**config.mk**
```make
export PLATFORM = sky130hd
export DESIGN_NAME = inst_encoder
export DESIGN_NICKNAME = d
export VERILOG_FILES = /design/src/rtl/inst_encoder.sv
export SDC_FILE = /design/constraint.sdc
export NUM_CORES = 1
export LEC_CHECK = 0
export CAP_MARGIN = 0
export CORE_UTILIZATION = 55
export DETAILED_ROUTE_END_ITERATION = 16
export GPL_TIMING_DRIVEN = 0
export PLACE_DENSITY = 0.93
export SLEW_MARGIN = 20
export SYNTH_ARGS = -nofsm -noshare
export SYNTH_HDL_FRONTEND = slang
export SYNTH_SLANG_ARGS = --single-unit
export TNS_END_PERCENT = 10
```
**constraint.sdc**
```tcl
create_clock -name clk -period 2.9 [get_ports clk]
set_clock_uncertainty 0.1 [all_clocks]
set_input_delay 0.58 -clock clk [delete_from_list [all_inputs] [get_ports clk]]
set_output_delay 0.58 -clock clk [all_outputs]
set_load 0.05 [all_outputs]
```
**src/rtl/inst_encoder.sv**
```systemverilog
// RV32I instruction encoder: packs decoded fields plus an immediate into an
// instruction word, range-checks the immediate and buffers {word,err} in a FIFO.
module inst_encoder #(
  parameter int DEPTH = 2,
  parameter int ERRW  = 8
) (
  input  logic            clk,
  input  logic            rst_n,
  input  logic            in_valid,
  output logic            in_ready,
  input  logic [2:0]      fmt,
  input  logic [4:0]      rd,
  input  logic [4:0]      rs1,
  input  logic [4:0]      rs2,
  input  logic [2:0]      funct3,
  input  logic [31:0]     imm,
  output logic            out_valid,
  input  logic            out_ready,
  output logic [31:0]     out_inst,
  output logic            out_err,
  output logic [ERRW-1:0] err_cnt
);

  localparam int AW = (DEPTH > 1) ? $clog2(DEPTH) : 1;
  localparam int CW = AW + 1;

  localparam logic [2:0] FMT_LOAD   = 3'd0;
  localparam logic [2:0] FMT_STORE  = 3'd1;
  localparam logic [2:0] FMT_OPIMM  = 3'd2;
  localparam logic [2:0] FMT_BRANCH = 3'd3;
  localparam logic [2:0] FMT_LUI    = 3'd4;

  localparam logic [6:0] OP_LOAD   = 7'b0000011;
  localparam logic [6:0] OP_STORE  = 7'b0100011;
  localparam logic [6:0] OP_OPIMM  = 7'b0010011;
  localparam logic [6:0] OP_BRANCH = 7'b1100011;
  localparam logic [6:0] OP_LUI    = 7'b0110111;
  localparam logic [31:0] NOP_WORD = 32'h0000_0013;

  logic [31:0] w_word;
  logic        w_err;
  logic        w_fits12;
  logic        w_fits13;

  // A signed value fits N bits when every bit above N-2 equals the sign bit.
  assign w_fits12 = (&imm[31:11]) | ~(|imm[31:11]);
  assign w_fits13 = (&imm[31:12]) | ~(|imm[31:12]);

  always_comb begin
    w_word = NOP_WORD;
    w_err  = 1'b1;
    case (fmt)
      FMT_LOAD: begin
        w_word = {imm[11:0], rs1, funct3, rd, OP_LOAD};
        w_err  = ~w_fits12;
      end
      FMT_OPIMM: begin
        w_word = {imm[11:0], rs1, funct3, rd, OP_OPIMM};
        w_err  = ~w_fits12;
      end
      FMT_STORE: begin
        w_word = {imm[11:5], rs2, rs1, funct3, imm[4:0], OP_STORE};
        w_err  = ~w_fits12;
      end
      FMT_BRANCH: begin
        w_word = {imm[12], imm[10:5], rs2, rs1, funct3, imm[4:1], imm[11], OP_BRANCH};
        w_err  = ~w_fits13 | imm[0];
      end
      FMT_LUI: begin
        w_word = {imm[31:12], rd, OP_LUI};
        w_err  = |imm[11:0];
      end
      default: begin
        w_word = NOP_WORD;
        w_err  = 1'b1;
      end
    endcase
  end

  logic [31:0]   r_mem_inst [DEPTH];
  logic          r_mem_err  [DEPTH];
  logic [AW-1:0] r_wptr;
  logic [AW-1:0] r_rptr;
  logic [CW-1:0] r_count;
  logic [31:0]   r_hold_inst;
  logic          r_hold_err;
  logic [ERRW-1:0] r_err_cnt;

  logic w_full;
  logic w_empty;
  logic w_push;
  logic w_pop;

  assign w_full  = (r_count == CW'(DEPTH));
  assign w_empty = (r_count == '0);
  // No bypass: a full FIFO refuses input even while it is being popped.
  assign w_push  = in_valid && !w_full;
  assign w_pop   = out_ready && !w_empty;

  always_ff @(posedge clk or negedge rst_n) begin
    if (!rst_n) begin
      for (int i = 0; i < DEPTH; i++) begin
        r_mem_inst[i] <= '0;
        r_mem_err[i]  <= 1'b0;
      end
      r_wptr  <= '0;
      r_rptr  <= '0;
      r_count <= '0;
    end else begin
      if (w_push) begin
        r_mem_inst[r_wptr] <= w_word;
        r_mem_err[r_wptr]  <= w_err;
        r_wptr             <= r_wptr + AW'(1);
      end
      if (w_pop) begin
        r_rptr <= r_rptr + AW'(1);
      end
      if (w_push && !w_pop) begin
        r_count <= r_count + CW'(1);
      end else if (w_pop && !w_push) begin
        r_count <= r_count - CW'(1);
      end
    end
  end

  // The hold registers shadow the visible head so the outputs keep their last
  // value once the FIFO drains, rather than exposing a stale slot.
  always_ff @(posedge clk or negedge rst_n) begin
    if (!rst_n) begin
      r_hold_inst <= '0;
      r_hold_err  <= 1'b0;
    end else begin
      r_hold_inst <= out_inst;
      r_hold_err  <= out_err;
    end
  end

  always_ff @(posedge clk or negedge rst_n) begin
    if (!rst_n) begin
      r_err_cnt <= '0;
    end else if (w_push && w_err && (r_err_cnt != {ERRW{1'b1}})) begin
      r_err_cnt <= r_err_cnt + ERRW'(1);
    end
  end

  assign in_ready  = !w_full;
  assign out_valid = !w_empty;
  assign out_inst  = w_empty ? r_hold_inst : r_mem_inst[r_rptr];
  assign out_err   = w_empty ? r_hold_err  : r_mem_err[r_rptr];
  assign err_cnt   = r_err_cnt;

endmodule

```
==> After elaboration in Yosys (flattened, before gate mapping) <==
Index checks and enable logic that the tools add are counted.
{ "totals": {"ff_bits": 111, "word_cells": 71, "output_inout_bits": 43, "in_bits": 57} }
{ "op_classes": {"n_eq_ne": 6, "n_mux": 18, "n_addsub": 5, "n_reduce_logical": 20, "order_cmp": 3, "bitwise": 9} }
{ "ops": {"columns": ["cell", "count"], "rows": [
  ["$mux W32", 5],
  ["$pmux W32 S5", 1],
  ["$bwmux W64", 1],
  ["$demux W32 S1", 1],
  ["$reduce_and A21 Y1", 1],
  ["$reduce_or A21 Y1", 1],
  ["$reduce_and A20 Y1", 1],
  ["$reduce_or A20 Y1", 1],
  ["$reduce_or A12 Y1", 1],
  ["$add A8 B1 Y8 const B", 1],
  ["$ne A8 B8 Y1 const B", 1],
  ["$logic_and A1 B1 Y1", 7],
  ["$eq A3 B2 Y1 const B", 2],
  ["$mux W1", 5],
  ["$ge A2 B2 Y1 const B", 2],
  ["$logic_not A1 Y1", 4],
  ["$mux W2", 2],
  ["$not A1 Y1", 4],
  ["$not A1 Y2", 2],
  ["$eq A3 B1 Y1 const B", 1],
  ["$eq A3 B3 Y1 const B", 1],
  ["$logic_not A3 Y1", 1],
  ["$or A1 B1 Y1", 3],
  ["$pmux W1 S3", 1],
  ["other kinds (10)", 11]
]} }

==> Depth between registers and ports, before layout <==
Gate-level depths: netlist (run 1).
{ "depth": {"word_depth": 8, "mapped_depth": 8} }

==> Worst setup path before layout (run 1) <==
No wires, ideal clock.
{ "synth_path": {"kind": "register to output", "start": "reg r_count[0]", "end": "out out_inst[23]", "path_slack_ns": 0.018, "arrival_ns": 2.202, "path_stages_with_launch": 5, "n_path_buf": 2, "path_cell_list": "dfrtp_1 or2_2 clkbuf_1 buf_1 a21oi_1"} }
{ "synth_via": {"elab_chain_cells": 2} }
{ "synth_lines": {"columns": ["element", "line", "rtl"], "rows": [
  ["start: declaration", "84", "logic [CW-1:0] r_count;"],
  ["start signal: assignment", "119", "r_count <= r_count + CW'(1);"],
  ["start signal: assignment", "121", "r_count <= r_count - CW'(1);"],
  ["$logic_not A2 Y1", "95", "assign w_empty = (r_count == '0);"],
  ["$mux W32", "148", "assign out_inst = w_empty ? r_hold_inst : r_mem_inst[r_rptr];"],
  ["end: declaration", "19", "output logic [31:0] out_inst,"]
]} }
No other way between the ends.

==> Worst setup path after layout (run 1) <==
{ "layout_path": {"start": "reg r_count[1]", "end": "out out_inst[30]"} }
The elaborated chain is that of the path after synthesis.

==> results.tsv, run 1 <==
metric	value	unit
outcome	finished, final reports clean	
htree_num_levels	3	
crit_end	out_inst[30]	
grt_max_degree	57	
hold_slack	0.0406	ns
hold_violations	0	
drive_gt1_share	11.2	%
rsz0062_at_grt	true	
clockBufferDepth	2	
required	2.22	ns
antenna_found_initial	0	
fmax	0.351	GHz
post_cts_buffers	0	
ant_nets	0	
fin_crit_sh	98.2	%
routed_wl	13600	µm
num-nets-final	654	
cp_common_cell	clkbuf_2	
final_common_cell	dfrtp_1	
synth-seq-cells	107	
p_leak	2.72	nW
irDropWorstVdd	828	µV
synth_area	4760	µm²
syn_inst	485	
max_stage_delay	0.42	ns
syn2layout_area_growth	25.1	%
cts.sinks	107	
fillers	613	
start_util	57.4	%
synth_nets	544	
path_clk_slew	0.10	ns
die-area	9030	µm²
multi_input_area	1960	µm²
switching_share	51.5	%
pin_count	100	
p_per_area	1240	nW/µm²
cp_slowest_cell	dfrtp_1	
grt_overflow_total	0	
r2r_end	r_mem_inst[59]	
max_cap_violations	0	
min_period	2.85	ns
wl_per_cell	19.3	µm
numPortBuffers	98	
rows	33	
setup_viol	0	
combPwrFrac	55.5	%
die_h	95.1	µm
worst_slew_pin_slew	0.602	ns
drc_errors	0	
core-area	8300	µm²
yosysWarnings	0	
cts_resized	130	
switchingPower	3.81	mW
clock-root-buffer	clkbuf_8	
critPathArrivalTime	2.17	ns
cts_tree	yes	
syn_avg_cell_area	9.82	µm²
final_cell_mix	107 x dfrtp_1, 71 x nand2_1, 63 x clkdlybuf4s50_1, 58 x o21ai_0, 49 x a21oi_1	
viasPerCell	6.19	
synth_cell_types	34	
crit_chain	or2_2 > clkbuf_2 > clkbuf_2 > a21oi_1 > clkdlybuf4s18_2	
end_kind	primary output	
regArea	2680	µm²
start_kind	flop	
p_int	3.59	mW
hold_path.class	in2async	
final_core_util	71.8	%
drt_iter0_drc	501	
routed-via-count	4363	
path_max_fanout	10	
reg2reg_depth	7	
hold_buffers	0	
path_class	reg2out	
pwr-share-clk	11.1	%
final_max_slew_viol_count	0	
p_seq_share	33.4	%
first_pass_iters	7	
cts_buffers	9	
dp_hpwl	9740	µm
antenna_cells	0	
grt_usage	32.2	%
ys_seq_area_share	56.2	%
critPathLaunch	r_count[1]	
grt_pass1_vias	4304	
slew_headroom	59.9	%
place_congestion	0.938	
dieWidth	95.1	µm
r2r_start	r_count[0]	
grt_pass1_wl	21300	µm
r2r_setup_slack	0.67	ns
clk_latency	0.37	ns
## synthesized netlist by cell type, drive strengths merged
library cell  count  area, µm²
nand4             5       31.3
or2               1       6.26
dfrtp           107       2680
nor4              6       37.5
xnor2             2       17.5
nor3             10       65.1
buf               4       15.0
mux2i            31        310
nor3b             1       7.51
mux2              3       41.3
nor2             45        171
a21oi            49        245
o21ai            59        295
a22oi            15        113
o21a              2       15.0
and3              9       56.3
ha                2       25.0
nand2            71        267
a311oi            1       26.3
a41oi             1       8.76
clkbuf           27        101
a221oi            1       15.0
o22a              1       8.76
nand3             9       45.0
inv               4       15.0
nor2b             4       25.0
nand2b            5       31.3
xor2              8       70.1
or4               2       18.8
## per-stage QoR
stage	std cells	area (µm²)	power [mW]	setup slack [ns]	TNS [ns]
2_1_floorplan	485	4760	5.34	0.0179	0
3_3_place_gp	688	5870	6.68	-2.62	-289.98
3_5_place_dp	689	5900	6.85	-0.383	-13.49
4_1_cts	705	6040	7.47	0.000187	0
5_1_grt	705	5960	7.76	-0.0427	-0.0605
6_report	705	5960	7.39	0.0536	0
## layer usage
metal	global-route usage (%)	up-vias	share of wire [%]
met4	16.2	0	4.3
li1	-	1903	-
met5	0	-	0
met1	40.8	2089	38
met2	49.9	297	47
met3	10.2	74	10
## power groups by stage
stage | sequential (mW) | combinational, mW | clock (mW)
after floorplan | 2.54 | 2.81 | 0
after CTS | 2.46 | 4.19 | 0.816
after global routing | 2.52 | 4.36 | 0.876
final | 2.47 | 4.10 | 0.819
after detailed placement | 2.49 | 4.36 | 0
after global placement | 2.43 | 4.25 | 0
## state kept, by name, summed over array words and instances (netlist names)
register     flops
err_cnt          8
r_count          2
r_hold_err       1
r_hold_inst     32
r_mem_err        2
r_mem_inst      60
r_rptr           1
r_wptr           1
## worst min-delay path by stage
stage              startpoint        endpoint  slack (ns)  cells after the start
2_1_floorplan           rst_n      err_cnt[0]        0.18                      0
3_3_place_gp   r_mem_inst[33]  r_mem_inst[33]        0.35                      1
3_5_place_dp    r_mem_inst[1]   r_mem_inst[1]        0.36                      1
4_1_cts                 rst_n  r_hold_inst[1]        0.06                      1
5_1_grt                 rst_n  r_hold_inst[1]        0.07                      1
6_report                rst_n  r_hold_inst[1]        0.04                      1
## cell families (layout without fill, tap and decap cells)
kind of cell | after synthesis | in the layout | synth area share (%)
adder cells (fa/ha/maj) | 2 | 2 | 0.525
buffers and inverters | 35 | 150 | 2.76
flip-flops | 107 | 107 | 56.2
AND/OR/NAND/NOR | 168 | 168 | 16.0
AO/OA/AOI/OAI | 129 | 129 | 15.3
XOR/XNOR | 10 | 10 | 1.84
multiplexers | 34 | 34 | 7.38
## layout make-up
type / count / area share [%]
buffer: 31 / 2.20
clock buffer: 12 / 2.44
clock inverter: 4 / 0.441
inverter: 4 / 0.252
multi-input combinational: 343 / 32.9
sequential: 107 / 44.9
tap: 105 / 2.20
timing repair buffer: 99 / 14.7
## critical path, delay by kind of cell (launching register included)
kind	cells	cell delay (ns)
AOI/OAI and AO/OA	1	0.19
buffers and inverters	3	0.86
DFF	1	0.42
and+or+nand+nor	1	0.33
No activity file was read; power rests on OpenSTA's default activity.
==> run 2, diff against run 1 <==
--- a/config.mk
+++ b/config.mk
@@ -5,11 +5,10 @@
 export SDC_FILE = /design/constraint.sdc
 export NUM_CORES = 1
 export LEC_CHECK = 0
-export CAP_MARGIN = 0
 export CORE_UTILIZATION = 55
 export DETAILED_ROUTE_END_ITERATION = 16
 export GPL_TIMING_DRIVEN = 0
-export PLACE_DENSITY = 0.93
+export PLACE_DENSITY = 0.85
 export SLEW_MARGIN = 20
 export SYNTH_ARGS = -nofsm -noshare
 export SYNTH_HDL_FRONTEND = slang
==> results.tsv, run 2 (synthesis gave the netlist of run 1 again) <==
metric	value	unit
fin_crit_sh	99.6	%
numPortBuffers	98	
fmax	0.346	GHz
hold_buffers	0	
path_clk_slew	0.09	ns
grt_usage	30.0	%
irDropWorstVdd	772	µV
post-place-cells	689	
routed-via-count	4229	
cts_tree	yes	
pwr-share-clk	12.3	%
critPathArrivalTime	2.21	ns
gr-max-usage-layer	met2	
final_cells	705	
max_stage_delay	0.43	ns
p_per_area	1240	nW/µm²
antenna_cells	0	
outcome	finished, final reports clean	
path_buf_inv	3	
clockBufferDepth	2	
setup_viol	0	
crit_chain	or2_2 > clkbuf_2 > buf_2 > a21oi_1 > clkdlybuf4s18_2	
htree_num_levels	3	
viasPerCell	6.00	
start_kind	flop	
rows	33	
max_cap_violations	0	
rsz0062_at_grt	true	
first_pass_iters	5	
num-nets-final	654	
critPathLaunch	r_count[0]	
end_kind	primary output	
final_cell_mix	107 x dfrtp_1, 71 x nand2_1, 63 x clkdlybuf4s50_1, 58 x o21ai_0, 49 x a21oi_1	
clock-root-buffer	clkbuf_8	
drc_errors	0	
path_max_fanout	10	
critPathTopFamily	buffers and inverters	
gr-usage-met2	47.5	%
final_max_slew_viol_count	0	
cts.sinks	107	
cts_buffers	9	
use_met1	41.0	%
min_period	2.89	ns
hold_slack	0.0403	ns
combPwrFrac	54.4	%
worst_slew_pin_slew	0.585	ns
antenna_found_initial	0	
dieWidth	95.1	µm
grt_overflow_total	0	
met3_usage	4.94	%
final_common_cell	dfrtp_1	
p_seq_share	33.2	%
place_congestion	0.897	
ant_nets	0	
r2r_start	r_count[0]	
core-area	8300	µm²
hold_violations	0	
grt_max_degree	60	
top_register	r_mem_inst	
fin_tns_setup	0	ns
switchingPower	3.75	mW
p_leak	2.72	nW
routed_wl	12800	µm
die_h	95.1	µm
slew_headroom	60.8	%
hold_path.class	in2async	
required	2.22	ns
die-area	9030	µm²
cp_slowest_cell	dfrtp_1	
grt_pass1_vias	4021	
syn2layout_area_growth	25.5	%
dp_hpwl	9370	µm
start_util	57.4	%
clk_latency	0.36	ns
pin_count	100	
drt_iter0_drc	290	
switching_share	50.7	%
drive_gt1_share	11.2	%
grt_pass1_wl	20200	µm
largest_reg_flops	60	
p_int	3.65	mW
path_class	reg2out	
wl_per_cell	18.1	µm
==> run 2: cell types whose count changed in the layout (fill, tap and decap cells not counted) <==
cell / change
buf_1: +1
buf_4: -1
bufinv_16: +1
clkdlybuf4s15_1: -1
clkinv_4: -1
clkdlybuf4s18_2: +1
buf_2: +1
clkinv_2: -1
clkbuf_4: -1
clkinvlp_4: +1
==> run 2: cell type report <==
cell class	instances	area [µm²]
clock inverter	4	50.0
fill	616	2320
buffer	31	128
inverter	4	15.0
tap	105	131
multi-input combinational	343	1960
timing repair buffer	99	872
sequential	107	2680
clock buffer	12	145
==> run 2: power by group through the flow <==
| stage | clock network [mW] | registers (mW) | logic (mW) |
|---|---|---|---|
| after floorplan | 0 | 2.54 | 2.81 |
| after global placement | 0 | 2.43 | 4.25 |
| after detailed placement | 0 | 2.48 | 4.33 |
| after CTS | 0.917 | 2.45 | 4.11 |
| after global routing | 0.985 | 2.52 | 4.31 |
| final | 0.914 | 2.46 | 4.03 |
==> run 2: per-stage QoR <==
stage	area (µm²)	worst slack [ns]	utilization, %	power (mW)
floorplan	4760	0.0179	-	5.34
global placement	5870	-2.62	70.8	6.69
detailed placement	5900	-0.383	71.1	6.81
CTS	6040	0.00197	72.8	7.48
global route	5980	-0.0790	72.0	7.82
finish	5980	0.0105	72.0	7.40
==> run 2: routing by layer <==
layer | up-vias | wire length (µm)
li1 | 1899 | -
met5 | - | 0
met1 | 2074 | 5330
met2 | 217 | 6040
met3 | 39 | 987
met4 | 0 | 423
==> run 2: timing repair <==
item / 4_1_cts / 5_1_grt
setup endpoints to repair: 35 / 26
gates resized for setup: 137 / 32
buffers inserted: 0 / 0
pin swaps: 0 / 0
==> run 2: final timing paths <==
path | end | slack (ns) | cells after the start
hold / removal | r_hold_inst[3] | 0.04 | 1
max in group asynchronous | r_hold_inst[9] | 2.01 | 2
min in group clk | err_cnt[4] | 0.39 | 1
hold reg to reg | err_cnt[4] | 0.39 | 1
setup reg to reg | r_mem_inst[43] | 0.83 | 7
setup / recovery | out_inst[15] | 0.01 | 5
